File: src/rtl/rom_port_arbiter.sv
// rtl/rom_port_arbiter.sv - two-master round-robin arbiter for the combinational instruction ROM port
// Registers the ROM word into a one-entry response buffer; a consumed response frees the slot that cycle.
module rom_port_arbiter #(
  parameter int ADDR_W = 64,
  parameter int DATA_W = 32
) (
  input  logic              clk,
  input  logic              rst,
  input  logic              m0_req_valid,
  input  logic [ADDR_W-1:0] m0_req_addr,
  output logic              m0_req_ready,
  output logic              m0_rsp_valid,
  output logic [DATA_W-1:0] m0_rsp_data,
  input  logic              m0_rsp_ready,
  input  logic              m1_req_valid,
  input  logic [ADDR_W-1:0] m1_req_addr,
  output logic              m1_req_ready,
  output logic              m1_rsp_valid,
  output logic [DATA_W-1:0] m1_rsp_data,
  input  logic              m1_rsp_ready,
  output logic              rom_ce,
  output logic [ADDR_W-1:0] rom_addr,
  input  logic [DATA_W-1:0] rom_data,
  output logic              grant_id
);

  typedef enum logic {IDLE, RESP} state_t;

  state_t            state;
  state_t            next_state;
  logic              owner;
  logic              last_grant;
  logic [DATA_W-1:0] rsp_buf;

  logic owner_rsp_ready;
  logic free;
  logic grant;
  logic winner;

  always_ff @(posedge clk or negedge rst) begin
    if (!rst) begin
      state      <= IDLE;
      owner      <= 1'b0;
      last_grant <= 1'b1;
      rsp_buf    <= '0;
    end else begin
      state <= next_state;
      if (grant) begin
        rsp_buf    <= rom_data;
        owner      <= winner;
        last_grant <= winner;
      end
    end
  end

  // rst gates the grant path so nothing is requested from the ROM while held in reset.
  always_comb begin
    owner_rsp_ready = owner ? m1_rsp_ready : m0_rsp_ready;
    free            = rst && ((state == IDLE) || owner_rsp_ready);
    grant           = free && (m0_req_valid || m1_req_valid);
    winner          = (m0_req_valid && m1_req_valid) ? ~last_grant : m1_req_valid;

    next_state = state;
    if (grant) begin
      next_state = RESP;
    end else if ((state == RESP) && owner_rsp_ready) begin
      next_state = IDLE;
    end

    m0_req_ready = 1'b0;
    m1_req_ready = 1'b0;
    rom_ce       = 1'b0;
    rom_addr     = '0;
    if (grant) begin
      rom_ce = 1'b1;
      if (winner) begin
        m1_req_ready = 1'b1;
        rom_addr     = m1_req_addr;
      end else begin
        m0_req_ready = 1'b1;
        rom_addr     = m0_req_addr;
      end
    end

    m0_rsp_valid = (state == RESP) && !owner;
    m1_rsp_valid = (state == RESP) && owner;
    m0_rsp_data  = rsp_buf;
    m1_rsp_data  = rsp_buf;
    grant_id     = owner;
  end

endmodule

File: config.mk
export PLATFORM = sky130hd
export DESIGN_NAME = rom_port_arbiter
export DESIGN_NICKNAME = d
export VERILOG_FILES = /design/src/rtl/rom_port_arbiter.sv
export SDC_FILE = /design/constraint.sdc
export NUM_CORES = 1
export LEC_CHECK = 0
export ABC_AREA = 1
export BUFFER_PORTS_ARGS = -buffer_cell sky130_fd_sc_hd__clkbuf_2
export CELL_PAD_IN_SITES_DETAIL_PLACEMENT = 0
export CELL_PAD_IN_SITES_GLOBAL_PLACEMENT = 2
export CORE_ASPECT_RATIO = 2
export CORE_MARGIN = 2
export CORE_UTILIZATION = 14
export CTS_BUF_LIST = sky130_fd_sc_hd__clkbuf_8
export DETAILED_ROUTE_END_ITERATION = 10
export PLACE_DENSITY = 0.83
export RECOVER_POWER = 50
export SETUP_SLACK_MARGIN = 0.1
export SYNTH_ARGS = -nofsm -noshare
export SYNTH_HDL_FRONTEND = slang
export SYNTH_SLANG_ARGS = --single-unit
File: constraint.sdc
create_clock -name clk -period 1.5 [get_ports clk]
set_clock_uncertainty 0.2 [all_clocks]
set_input_delay 0.15 -clock clk [delete_from_list [all_inputs] [get_ports clk]]
set_output_delay 0.15 -clock clk [all_outputs]
set_load 0.005 [all_outputs]
======== Word level (Yosys, flattened, before mapping) ========
Index checks and enable logic that the tools add are counted.
operators by class
  $add $sub $neg .......................... 0
  $mul .................................... 0
  divide/modulo/power cells ............... 0
  magnitude comparators ................... 0
  equality and inequality tests ........... 0
  shift operators ......................... 0
  muxes and demuxes ....................... 11
  bitwise operators ....................... 2
  reductions and logical operators ........ 10
operator list
  cell                count
  64-bit 2-to-1 mux   2
  1-bit 2-to-1 mux    9
  1-bit logical AND   6
  1-bit logical OR    2
  1-bit inverter      2
  2-bit nonzero test  1
  1-bit zero test     1
word-level totals
  flip-flop bits (word level) ............. 35
  latch bits .............................. 0
  bits in writable memories ............... 0
  ROM bits ................................ 0
  input port bits ......................... 166
  output and inout port bits .............. 134
  word-level logic and storage cells ...... 27
  memories kept ........................... 0

======== Logic depth before layout (Yosys ltp) ========
  depth after elaboration ................. 5
  depth in mapped cells ................... 8
  gate-level depth less buffers ........... 6

======== Worst setup path after synthesis ========
Ideal clock, no wire load.
  path kind ............................... register to output
  start ................................... reg last_grant
  end ..................................... out rom_addr[13]
  arrival ................................. 1.199 ns
  data required time ...................... 1.150 ns
  setup slack ............................. -0.049 ns
  cell stages (with the launch flop) ...... 9
  path buffers ............................ 2
  cells stage by stage .................... dfstp_2 nand2_1 nand2_1 buf_2 buf_2 nand2_1 nand2_1 inv_1 nor2_1
between the ends
  cells in the longest elaborated chain, start to end .. 4
ends and longest elaborated chain
  item                    line  source
  from (decl)             32    logic last_grant;
  from (signal assigned)  51    last_grant <= winner;
  1-bit inverter          61    winner = (m0_req_valid && m1_req_valid) ? ~last_grant : m1_req_valid;
  1-bit 2-to-1 mux        61
  64-bit 2-to-1 mux       76    if (winner) begin
  64-bit 2-to-1 mux       74    if (grant) begin
  to (decl)               22    output logic [ADDR_W-1:0] rom_addr,
No other way between the ends.

======== Final worst setup path ========
  start ................................... reg last_grant
  end ..................................... out rom_addr[42]
Same word-level chain as after synthesis.

==> run metrics <==
status=finished with violations; failing checks=negative setup slack; sequential fraction of design power=0.254; #FFs+latches synth=35; Mapped Area=3120 um^2; P_int=3.846 mW; pwr dens=1077 nW/um^2; Critical Path Sink Type=primary output; fin cells=between 1,000 and 1,500; Sw Pwr=2.785 mW; # clock sinks=35; post-route setup slack=-509.7 ps; slew of the pin with the lowest slew margin=500.7 ps; largest net degree at the start of global routing=36; DR vias/cell=between 3 and 4; CTS Buf Count=5; Max Root-Sink Buffers=2; power consumption=approximately 6.6 mW; Clock Latency Late Sink=290 ps; CTS root buf=clkbuf_8; final hold vios=0; multi-input logic area=1868 um^2; Row Count=77; first-pass GRT wire length=22.72 mm; Worst-path clk slew=70 ps; dpl cells=1,077; Clk pwr share=0.101; fraction of layout cells with a size suffix above 1=0.5110; Core Util, Final=0.2804; Comb pwr share=0.646; Overall Global Routing Usage=0.1258; min Tclk post-route=2010 ps; Mean Syn Cell Area=5.726 um^2; Post-DRT Antenna Nets=0; RSZ-0062 raised after global routing=yes; top-level I/O count=300; ant diodes=0; most frequent cells in the layout=237 x clkbuf_2, 160 x nand2_1, 73 x nand3_1, 67 x inv_1, 56 x buf_2; Layout area overhead=97.35%; die area=around 24,000 um^2; YS warnings=0; htree depth=2; routed wire length=roughly 16 mm; Slew HR=0.6662; GRT Residual Overflow=0; Final Cell Area=6158 um^2; Max Slew Vio Count=0; cell count after synthesis=545; peak supply drop=roughly 0.00073 V; Starting Density=0.1421; sequential cell area=878.3 um^2; antenna violations before repair=0; fmax=approximately 500 MHz; Worst Setup Path Type=reg2out; DR pass1 iterations=5; Synth cell types=12; Static Leak=roughly 3.8 nW; max cap viols=0; DP Area=~4900 um^2; Final nets=1,032; Sw Ratio=0.4200; vias in the first global route=4,196; fin crit share=1.340; dpl hpwl=11.38 mm; Arr. time, crit path=1660 ps; Final setup viols=102; commonest non-fill, non-tap cell in the layout=clkbuf_2; worst min-delay path class=in2reg; Remaining DRCs=0; Syn Nets=711; Seq/Total Area, Yosys=0.2811; RePlAce Congestion=0.8431; die height=215.1 um; Layout fillers=2,483; critical path startpoint category=flip-flop; total number of vias=4,461; Avg WL per Cell=approximately 14 um; Die X=109.6 um; Initial DRC Count=183; pre-CTS WS=-219.9 ps; Crit Path Max Fanout=7; CTS tree=yes; I/O Buffers=299; CORE AREA=21,970 um^2; CP Data Required Time=1150 ps
==> critical path: stages (launching register included) <==
cell and delay [ps]:
dfstp_2 560, nand2_4 70, nand2_8 130, buf_12 130
clkbuf_16 150, nand2_1 50, nand2_1 50, inv_1 30
nor2_1 80, buf_2 120
==> state kept, by name (all words and copies together) (netlist names) <==
signal,flops
m0_rsp_data,32
last_grant,1
state,1
grant_id,1
==> per-layer routing <==
metal  track usage  up-vias  routed length (um)
met5             0        -                   0
met4       0.03207        0                 268
met3       0.01668       16                1083
met2        0.2591      188                9689
met1        0.1240     2013                5409
li1              -     2244                   -
==> power groups by stage <==
stage,logic [mW],clock network [mW],registers [mW]
after floorplan,1.87,0,1.60
after global placement,3.08,0,1.65
after detailed placement,3.09,0,1.65
after CTS,3.65,0.719,1.66
after global routing,4.71,0.750,1.74
final,4.28,0.667,1.68
==> through the flow <==
step           hold WS (ps)  setup TNS (ps)
2_1_floorplan        -345.6               0
3_3_place_gp          71.83           -8061
3_5_place_dp          54.48           -9912
4_1_cts               245.8          -33590
5_1_grt               308.3          -44270
6_report              291.9          -34540
==> path summary, 6_finish.rpt <==
| kind | start | end | slack [ps] | cells past startpoint |
|---|---|---|---|---|
| setup / recovery | last_grant | rom_addr[42] | -510 | 9 |
| hold / removal | m0_rsp_ready | state | 290 | 6 |
| setup reg to reg | grant_id | m0_rsp_data[17] | -250 | 10 |
| hold reg to reg | last_grant | last_grant | 300 | 2 |
| max in group asynchronous | rst | state | 400 | 3 |
| min in group asynchronous | rst | m0_rsp_data[7] | 320 | 3 |
==> synthesized netlist by cell type, drive strengths merged <==
cell | number | area, um^2
inv | 71 | 266.5
nand3 | 98 | 495.5
nor2 | 68 | 257.8
dfrtp | 34 | 850.8
nand2 | 203 | 762.0
buf | 63 | 435.4
clkbuf | 7 | 26.28
dfstp | 1 | 26.28
==> timing repair <==
| action | CTS | global route |
|---|---|---|
| cloned | 7 | 5 |
| pin swaps | 3 | 40 |
| hold buffers | 33 | 0 |
| setup buffers | 4 | 12 |
| endpoints found under the hold margin | 66 | 0 |
| setup endpoints to repair | 101 | 104 |
| gates resized for setup | 27 | 152 |
==> kinds of logic (layout without fill, tap and decap cells) <==
| family | after synthesis | in the layout | synth area share |
|---|---|---|---|
| simple gates | 369 | 369 | 0.4856 |
| buf+inv | 141 | 463 | 0.2334 |
| flops | 35 | 35 | 0.2811 |
==> area by class of cell <==
class / count / share of cell area
clock buffers: 5 / 0.01117
clock inverters: 3 / 0.002032
inverters: 71 / 0.04368
multi-input cells: 369 / 0.3033
flip-flops and latches: 35 / 0.1426
well taps: 276 / 0.05607
repair buffers: 384 / 0.4411
(Power assumes the default switching activity.)
